<file path="src/rtl/exe_pkg.sv">
// Shared types and constants for the execution issue/write-back unit.
//   OpNop / OpDebugPrint : opcodes that complete without a RAM write-back
//   exe_state_t          : issue-unit control states
//   exe_entry_t          : in-flight tag {op, dest, squash} held in the tag FIFO
package exe_pkg;

  localparam int unsigned ExeOpW   = 6;
  localparam int unsigned ExeAddrW = 16;

  localparam logic [ExeOpW-1:0] OpNop        = 6'h00;
  localparam logic [ExeOpW-1:0] OpDebugPrint = 6'h3F;

  typedef enum logic [1:0] {
    StIdle,
    StRun,
    StFlush
  } exe_state_t;

  typedef struct packed {
    logic [ExeOpW-1:0]   op;
    logic [ExeAddrW-1:0] dest;
    logic                squash;
  } exe_entry_t;

endpackage

</file>
<file path="src/rtl/exe_tag_fifo.sv">
// In-order tag FIFO for outstanding ALU operations.
//   clk_i, rst_i   : clock, asynchronous active-high reset
//   push_i         : append push_entry_i at the tail (ignored when full and not popping)
//   pop_i          : drop the head entry (ignored when empty)
//   squash_all_i   : set squash on every entry currently held
//   head_o         : oldest entry
//   entries_o      : raw storage, qualified by valid_o, for dependency compares
//   count_o        : occupancy; full_o / empty_o derived from it
// Depth must be a power of two so the pointers wrap naturally.
module exe_tag_fifo import exe_pkg::*; #(
  parameter int unsigned Depth = 4
) (
  input  logic                           clk_i,
  input  logic                           rst_i,
  input  logic                           push_i,
  input  exe_entry_t                     push_entry_i,
  input  logic                           pop_i,
  input  logic                           squash_all_i,
  output exe_entry_t                     head_o,
  output exe_entry_t [Depth-1:0]         entries_o,
  output logic [Depth-1:0]               valid_o,
  output logic [$clog2(Depth+1)-1:0]     count_o,
  output logic                           full_o,
  output logic                           empty_o
);

  localparam int unsigned PtrW = $clog2(Depth);
  localparam int unsigned CntW = $clog2(Depth+1);

  exe_entry_t [Depth-1:0] mem_q, mem_d;
  logic [PtrW-1:0]        rd_ptr_q, wr_ptr_q;
  logic [CntW-1:0]        count_q;
  logic [PtrW-1:0]        offset;
  logic                   do_push, do_pop;

  assign empty_o   = (count_q == '0);
  assign full_o    = (count_q == CntW'(Depth));
  assign do_pop    = pop_i & ~empty_o;
  assign do_push   = push_i & (~full_o | do_pop);
  assign head_o    = mem_q[rd_ptr_q];
  assign entries_o = mem_q;
  assign count_o   = count_q;

  // Slot i is live when its distance from the read pointer is below the occupancy.
  always_comb begin
    valid_o = '0;
    offset  = '0;
    for (int unsigned i = 0; i < Depth; i++) begin
      offset     = PtrW'(i) - rd_ptr_q;
      valid_o[i] = ({1'b0, offset} < count_q);
    end
  end

  // Squash marks stored entries first; a same-cycle push is never squashed.
  always_comb begin
    mem_d = mem_q;
    if (squash_all_i) begin
      for (int unsigned i = 0; i < Depth; i++) begin
        if (valid_o[i]) mem_d[i].squash = 1'b1;
      end
    end
    if (do_push) mem_d[wr_ptr_q] = push_entry_i;
  end

  always_ff @(posedge clk_i or posedge rst_i) begin
    if (rst_i) begin
      mem_q    <= '0;
      rd_ptr_q <= '0;
      wr_ptr_q <= '0;
      count_q  <= '0;
    end else begin
      mem_q    <= mem_d;
      rd_ptr_q <= rd_ptr_q + PtrW'(do_pop);
      wr_ptr_q <= wr_ptr_q + PtrW'(do_push);
      count_q  <= count_q + CntW'(do_push) - CntW'(do_pop);
    end
  end

endmodule

</file>
<file path="src/rtl/exe_issue_unit.sv">
// Execution issue/write-back unit between decode and the ALU, with up to DEPTH ops in flight.
// Ops complete in order through a tag FIFO; a taken branch at the head squashes everything
// younger, and those entries are then drained without writing back.
//   Clock, Reset                 : clock, asynchronous active-high reset
//   iDecValid / oDecReady        : decode handshake
//   iOperation, iSource0/1       : op and operand rows (channel 0 in MSBs)
//   iSrcAddr0/1                  : operand addresses, used only for RAW stalls
//   iDestination                 : write-back address or jump target
//   oALUOperation, oALUSourceA/B : registered op/operands (A = iSource1, B = iSource0)
//   oTriggerALU                  : one-cycle start pulse, the cycle after issue
//   iALUResult, iALUOutputReady  : result of the FIFO head
//   iBranchTaken/NotTaken        : qualify the completing head as a branch
//   oJumpFlag, oJumpIp           : fetch redirect (combinational)
//   oRAMWrite*                   : write-back (combinational, data = iALUResult)
//   oBusy, oOutstanding          : FIFO full or flushing / occupancy
//   oLastDestination             : destination of the most recent issue
//   oProtocolErr                 : sticky, result presented with nothing in flight
// Optional: define EXE_HAZARD_EN to stall issue while an operand address matches a live,
// non-squashed destination in the FIFO.
module exe_issue_unit import exe_pkg::*; #(
  parameter int unsigned WIDTH      = 32,
  parameter int unsigned CHANNELS   = 3,
  parameter int unsigned OP_W       = ExeOpW,
  parameter int unsigned DADDR_W    = ExeAddrW,
  parameter int unsigned ROM_ADDR_W = 16,
  parameter int unsigned DEPTH      = 4
) (
  input  logic                          Clock,
  input  logic                          Reset,
  input  logic                          iDecValid,
  output logic                          oDecReady,
  input  logic [OP_W-1:0]               iOperation,
  input  logic [CHANNELS*WIDTH-1:0]     iSource0,
  input  logic [CHANNELS*WIDTH-1:0]     iSource1,
  input  logic [DADDR_W-1:0]            iSrcAddr0,
  input  logic [DADDR_W-1:0]            iSrcAddr1,
  input  logic [DADDR_W-1:0]            iDestination,
  output logic [OP_W-1:0]               oALUOperation,
  output logic [CHANNELS*WIDTH-1:0]     oALUSourceA,
  output logic [CHANNELS*WIDTH-1:0]     oALUSourceB,
  output logic                          oTriggerALU,
  input  logic [CHANNELS*WIDTH-1:0]     iALUResult,
  input  logic                          iALUOutputReady,
  input  logic                          iBranchTaken,
  input  logic                          iBranchNotTaken,
  output logic                          oJumpFlag,
  output logic [ROM_ADDR_W-1:0]         oJumpIp,
  output logic                          oRAMWriteEnable,
  output logic [DADDR_W-1:0]            oRAMWriteAddress,
  output logic [CHANNELS*WIDTH-1:0]     oRAMWriteData,
  output logic                          oBusy,
  output logic [DADDR_W-1:0]            oLastDestination,
  output logic [$clog2(DEPTH+1)-1:0]    oOutstanding,
  output logic                          oProtocolErr
);

  localparam int unsigned RowW = CHANNELS * WIDTH;
  localparam int unsigned CntW = $clog2(DEPTH+1);

  exe_state_t             state_q, state_d;
  exe_entry_t             head, push_entry;
  exe_entry_t [DEPTH-1:0] entries;
  logic [DEPTH-1:0]       valid;
  logic [CntW-1:0]        count, count_next;
  logic                   full, empty;
  logic                   issue, complete, jump, hazard;

  logic [OP_W-1:0]        alu_op_q;
  logic [RowW-1:0]        src_a_q, src_b_q;
  logic                   trigger_q;
  logic [DADDR_W-1:0]     last_dest_q;
  logic                   perr_q;

  exe_tag_fifo #(
    .Depth (DEPTH)
  ) u_tag_fifo (
    .clk_i        (Clock),
    .rst_i        (Reset),
    .push_i       (issue),
    .push_entry_i (push_entry),
    .pop_i        (complete),
    .squash_all_i (jump),
    .head_o       (head),
    .entries_o    (entries),
    .valid_o      (valid),
    .count_o      (count),
    .full_o       (full),
    .empty_o      (empty)
  );

`ifdef EXE_HAZARD_EN
  always_comb begin
    hazard = 1'b0;
    for (int unsigned i = 0; i < DEPTH; i++) begin
      if (valid[i] && !entries[i].squash &&
          (entries[i].dest == iSrcAddr0 || entries[i].dest == iSrcAddr1)) begin
        hazard = 1'b1;
      end
    end
  end
`else
  logic unused_hazard_inputs;
  assign hazard               = 1'b0;
  assign unused_hazard_inputs = ^{iSrcAddr0, iSrcAddr1, entries, valid};
`endif

  assign push_entry.op     = iOperation;
  assign push_entry.dest   = iDestination;
  assign push_entry.squash = 1'b0;

  assign complete = iALUOutputReady & ~empty;
  assign jump     = complete & iBranchTaken & ~head.squash;

  // Blocking issue during a jump keeps the new op out of the squash that edge.
  assign oDecReady = ~Reset & ~full & (state_q != StFlush) & ~jump & ~hazard;
  assign issue     = iDecValid & oDecReady;

  assign oRAMWriteEnable  = complete & ~head.squash & ~iBranchTaken & ~iBranchNotTaken &
                            (head.op != OpNop) & (head.op != OpDebugPrint);
  assign oRAMWriteAddress = head.dest;
  assign oRAMWriteData    = iALUResult;
  assign oJumpFlag        = jump;
  assign oJumpIp          = head.dest[ROM_ADDR_W-1:0];

  assign oBusy            = full | (state_q == StFlush);
  assign oOutstanding     = count;
  assign oALUOperation    = alu_op_q;
  assign oALUSourceA      = src_a_q;
  assign oALUSourceB      = src_b_q;
  assign oTriggerALU      = trigger_q;
  assign oLastDestination = last_dest_q;
  assign oProtocolErr     = perr_q;

  assign count_next = count + CntW'(issue) - CntW'(complete);

  always_comb begin
    state_d = state_q;
    unique case (state_q)
      StIdle:  if (issue) state_d = StRun;
      StRun: begin
        if (jump) begin
          state_d = (count_next != '0) ? StFlush : StIdle;
        end else if (count_next == '0) begin
          state_d = StIdle;
        end
      end
      StFlush: if (count_next == '0) state_d = StIdle;
      default: state_d = StIdle;
    endcase
  end

  always_ff @(posedge Clock or posedge Reset) begin
    if (Reset) begin
      state_q     <= StIdle;
      alu_op_q    <= '0;
      src_a_q     <= '0;
      src_b_q     <= '0;
      trigger_q   <= 1'b0;
      last_dest_q <= '0;
      perr_q      <= 1'b0;
    end else begin
      state_q   <= state_d;
      trigger_q <= issue;
      if (issue) begin
        alu_op_q    <= iOperation;
        src_a_q     <= iSource1;
        src_b_q     <= iSource0;
        last_dest_q <= iDestination;
      end
      if (iALUOutputReady && empty) perr_q <= 1'b1;
    end
  end

endmodule

</file>
<file path="config.mk">
export PLATFORM = sky130hd
export DESIGN_NAME = exe_issue_unit
export DESIGN_NICKNAME = d
export VERILOG_FILES = /design/src/rtl/exe_pkg.sv /design/src/rtl/exe_tag_fifo.sv /design/src/rtl/exe_issue_unit.sv
export SDC_FILE = /design/constraint.sdc
export NUM_CORES = 1
export LEC_CHECK = 0
export BUFFER_PORTS_ARGS = -buffer_cell sky130_fd_sc_hd__clkbuf_2
export CAP_MARGIN = 25
export CORE_AREA = 5 5 270 272
export CTS_CLUSTER_DIAMETER = 150
export CTS_CLUSTER_SIZE = 24
export DETAILED_ROUTE_END_ITERATION = 7
export DIE_AREA = 0 0 275 277
export PLACE_DENSITY = 0.4
export SKIP_CTS_REPAIR_TIMING = 1
export SLEW_MARGIN = 20
export SYNTH_ARGS = -nofsm -noshare
export SYNTH_HDL_FRONTEND = slang
export SYNTH_SLANG_ARGS = --single-unit
</file>
<file path="constraint.sdc">
create_clock -name Clock -period 20.5 [get_ports Clock]
set_clock_uncertainty 0.1 [all_clocks]
set_input_delay 5.125 -clock Clock [delete_from_list [all_inputs] [get_ports Clock]]
set_output_delay 5.125 -clock Clock [all_outputs]
set_load 0.1 [all_outputs]
</file>
# After elaboration in Yosys (flattened, before gate mapping)
# Cells that the tools add are included.
# Widths: inputs -> output; s select.
[word_totals]
inputBits = 348
reg_bits = 317
out_inout_bits = 351
[classes]
n_lt_le_gt_ge = 7
n_eq_ne = 6
muxes = 19
add_sub_neg = 10
bitwise = 23
n_reduce_logical = 7
[op_table]
columns = ["operator", "n"]
rows = [
  ["$bwmux 92", 1],
  ["$mux 70", 1],
  ["$bmux 23 s2", 1],
  ["$demux 23 s2", 1],
  ["$mux 23", 2],
  ["$and 1x1->1", 14],
  ["$lt 2x3->1", 4],
  ["$mux 1", 8],
  ["$mux 2", 4],
  ["$not 1->1", 7],
  ["$add 3x1->3", 2],
  ["$logic_not 3->1", 2],
  ["$lt 2x3->1 const B", 2],
  ["$ne 6x6->1 const B", 1],
  ["$pmux 2 s3", 1],
  ["$reduce_bool 6->1", 1],
  ["$sub 3x1->3", 2],
  ["$add 2x1->2", 2],
  ["$ne 2x2->1 const B", 2],
  ["$sub 1x2->2 const A", 2],
  ["$sub 2x2->2 const A", 2],
  ["$eq 3x3->1 const B", 1],
  ["$reduce_bool 3->1", 1],
  ["$eq 2x1->1 const B", 1],
  ["5 further kinds", 7],
]

# Depth between registers and ports, before layout
[depth]
ltp_word = 14
mapped_depth = 12
mapped_depth_nobuf = 9

# Modules after synthesis
# Synthesis repeated with hierarchy kept, for this count alone.
[hier_totals]
cells_unflattened = 878
area_unflattened_um2 = 14378.8
[by_module_without_submodules]
columns = ["mod", "area_per_inst_um2", "cells_each", "seq_area_each_um2", "instances"]
rows = [
  ["exe_issue_unit", 9825.7, 598, 5455.2, 1],
  ["exe_tag_fifo", 4553.1, 280, 2477.4, 1],
]

# Worst setup path after synthesis
# No wires, ideal clock.
[synth_path]
path_type = "input to register"
startpoint = "input port Reset"
endpoint = "register state_q[0]"
required_time_ns = 20.261
n_path_buf = 2
cell_stages = 9
slack_ns = 5.454
arrival_time_ns = 14.806
cell_sequence = "inv_1 nand4_1 nor2_2 buf_6 buf_6 ha_1 fa_1 nor3_1 a2111oi_0"
[synth_between]
elab_chain_cells = 11
elab_cells_between_ends = 12
classes_between = "add/sub (2); eq/ne (1); mux (3); bitwise (5); reduce/logical (1)"
[synth_rtl]
columns = ["element", "line_no", "rtl"]
rows = [
  ["start: declaration", "exe_issue_unit.sv:29", "input logic Reset,"],
  ["$not 1->1 *", "exe_issue_unit.sv:115", "assign oDecReady = ~Reset & ~full & (state_q != StFlush) & ~jump & ~hazard;"],
  ["$and 1x1->1 * (3 in a row)", "exe_issue_unit.sv:115", ""],
  ["$and 1x1->1 *", "exe_issue_unit.sv:116", "assign issue = iDecValid & oDecReady;"],
  ["named net issue", "exe_issue_unit.sv:66", "logic issue, complete, jump, hazard;"],
  ["$add 3x1->3", "exe_issue_unit.sv:134", "assign count_next = count + CntW'(issue) - CntW'(complete);"],
  ["$sub 3x1->3", "exe_issue_unit.sv:134", ""],
  ["$logic_not 3->1", "exe_issue_unit.sv:143, exe_issue_unit.sv:147", ""],
  ["$mux 2 (2 in a row)", "--", ""],
  ["$pmux 2 s3", "--", ""],
  ["end signal: assignment", "exe_issue_unit.sv:154", "state_q <= StIdle;"],
  ["end signal: assignment", "exe_issue_unit.sv:162", "state_q <= state_d;"],
  ["end: declaration", "exe_issue_unit.sv:60", "exe_state_t state_q, state_d;"],
]
# Mark *: on every way through the listed nets, which the timed path passes. The rest lies on a longest branch.
# A chain may end at the register's enable or synchronous reset.

# Worst setup path after layout
[layout_path]
startpoint = "input port iALUOutputReady"
endpoint = "output port oDecReady"
[layout_between]
elab_chain_cells = 5
[layout_rtl]
columns = ["element", "line_no", "rtl"]
rows = [
  ["start: declaration", "exe_issue_unit.sv:43", "input logic iALUOutputReady,"],
  ["$and 1x1->1", "exe_issue_unit.sv:111", "assign complete = iALUOutputReady & ~empty;"],
  ["$and 1x1->1 (2 in a row)", "exe_issue_unit.sv:112", "assign jump = complete & iBranchTaken & ~head.squash;"],
  ["$not 1->1", "exe_issue_unit.sv:115", ""],
  ["$and 1x1->1", "exe_issue_unit.sv:115", ""],
  ["end: declaration", "exe_issue_unit.sv:31", "output logic oDecReady,"],
]
# Every way passes these cells.

==> reports/results.ini <==
[sta]
fmax_mhz=83.93
hold_violations=0
finalMaxSlewViolations=0
fin_crit_ns=11.91
post-route-period-util=0.5812
finalSetupViolCount=0
rsz0062_at_grt=no
tns_ns=0
relSlewSlack=0.3335
tightestPinTransition_ns=0.9998

[grt]
grtUsageTotal=0.09994
gr-total-overflow=0
antenna_found_initial=0
grt_pass1_wl_um=59320
grt_pass1_vias=9247
grt_max_degree=163

[drt]
wl_per_cell_um=18.15
ant_nets=0
drt_iter0_drc=235
dr.pass1.iters=4
wl_um=39500
num_vias=8130
remaining_drc_errors=0
via_per_inst=3.736

[synthesis]
ys.flop_type=dfrtp_1
synth_seq_area_share=0.5558
syn-num-nets=1225
ys_types=37
ys_async_sr_fraction=1.000
synthCells=866
synth_area_um2=14270
synth_edf_count=0
ys_warn_count=0
avgSynthCellArea_um2=16.48
ys_ff_latch=317

[outcome]
status=complete, no violations

[critical_path]
crit_start=iALUOutputReady
cp-end-kind=output port
r2r_start=u_tag_fifo.rd_ptr_q[1]$_DFF_PP0_
critical_path_required_ns=15.27
cp-start-kind=input pin
r2r_cells=7
critPathKind=in2out
path_max_fanout=12
reg2reg_to=oALUSourceA[75]$_DFFE_PP0P_
cp.arrival_ns=6.69
endpoint=oDecReady
rrSetupSlack_ns=15.73

[placement]
routabilityCongestion=0.7234
hpwl_um=28050
portBuffers=474

[die]
rows=98
top_level_ports=699
die_h_um=277
coreArea_um2=70510
die_x_um=275
dieArea_um2=76180
start_util=0.2024

[run]
maxCapViolations=0

[layout]
nFillCells=7394
syn2layout_area_growth_pct=21.58
nets=1578
drive_above_1_share=0.6890
final_cell_mix=clkbuf_2 (474), dfrtp_1 (315), mux2_4 (187)
final_common_cell=clkbuf_2

[clock_network]
cts_root_buffer=clkbuf_16
clock_path_buffers=3
cts_tree=done
htreeDepth=1
insertion_delay_ns=0.57
cts.sinks=317
clk_pin_slew_ns=0.10
cts_made_buffers=18

[hold_path]
hold_path.class=reg2reg

## kinds of logic after synthesis
logic type      after synthesis  share of synthesized area
mux                         325                     0.3238
flops                       317                     0.5558
buf+inv                     165                    0.08644
simple gates                 25                    0.01122
compound gates               17                   0.008329
fa+ha+maj                    11                    0.01070
xor+xnor                      6                   0.003682
## critical path, cell delays in order
cell and delay, ns:
clkbuf_2 0.10, o31ai_2 0.09, or3_4 0.21, inv_2 0.14, nor3_1 0.46, clkbuf_2 0.55
## routing by layer
layer,up-vias,routed length [um],global-route usage,part of all wire
li1,3613,-,-,-
met2,331,19690,0.1737,0.50
met1,4153,15650,0.1168,0.40
met3,33,3506,0.03959,0.089
met4,0,651,0.02046,0.016
met5,-,0,0,0
## cells in the mapped netlist, drive strengths merged, types with 2 or more instances
cell type / count / area, um^2
ha: 9 / 112.6
nor3: 4 / 25.02
inv: 13 / 48.79
nand2: 3 / 11.26
nand4: 2 / 12.51
buf: 149 / 1174
a21oi: 6 / 30.03
clkbuf: 3 / 11.26
fa: 2 / 40.04
mux4: 23 / 518.0
xnor2: 2 / 17.52
or4: 2 / 15.01
o21a: 6 / 45.04
xor2: 4 / 35.03
nand4b: 2 / 17.52
nor2: 4 / 17.52
nand2b: 2 / 12.51
mux2: 302 / 4103
dfrtp: 317 / 7933
## sequential cells by signal, summed over array words and instances (netlist names)
| signal | flops |
|---|---|
| state_q | 2 |
| oProtocolErr | 1 |
| oLastDestination | 16 |
| oALUSourceB | 96 |
| oTriggerALU | 1 |
| u_tag_fifo.rd_ptr_q | 2 |
| oALUOperation | 6 |
| oALUSourceA | 96 |
| u_tag_fifo.entries_o | 92 |
| u_tag_fifo.count_o | 3 |
| u_tag_fifo.wr_ptr_q | 2 |
## how the worst min path moves through the flow
stage                              from                        to  slack (ns)  cells past startpoint
4_1_cts        oProtocolErr$_DFFE_PP0P_  oProtocolErr$_DFFE_PP0P_        0.38                      1
2_1_floorplan    state_q[1]$_DFFE_PP0P_    state_q[0]$_DFFE_PP0P_        0.33                      1
3_5_place_dp   oProtocolErr$_DFFE_PP0P_  oProtocolErr$_DFFE_PP0P_        0.35                      1
3_3_place_gp     state_q[1]$_DFFE_PP0P_    state_q[0]$_DFFE_PP0P_        0.34                      1
5_1_grt        oProtocolErr$_DFFE_PP0P_  oProtocolErr$_DFFE_PP0P_        0.40                      1
6_report       oProtocolErr$_DFFE_PP0P_  oProtocolErr$_DFFE_PP0P_        0.37                      1
## stage by stage
step | cell area, um^2 | hold slack [ns] | cells | utilization | worst slack, ns
finish | 17350 | 0.3674 | 2176 | 0.2461 | 8.586
global route | 17350 | 0.3979 | 2175 | 0.2461 | 8.510
CTS | 17320 | 0.3779 | 2174 | 0.2457 | 8.494
detailed placement | 16760 | 0.3517 | 2148 | 0.2377 | 8.493
global placement | 16760 | 0.3376 | 2148 | 0.2377 | 8.493
floorplan | 14270 | 0.3252 | 866 | - | 5.454
## layout make-up
cell class | count | area, um^2 | share of cell area
sequential | 317 | 7935 | 0.4573
multi-input combinational | 384 | 5117 | 0.2949
timing repair buffer | 485 | 2487 | 0.1434
tap | 950 | 1189 | 0.06851
clock buffer | 21 | 471.7 | 0.02719
clock inverter | 5 | 91.34 | 0.005264
inverter | 13 | 56.30 | 0.003245
antenna | 1 | 2.502 | 0.0001442
Power is not shown: default switching activity piles up to over one toggle a cycle in this logic, so the estimate is an artifact.
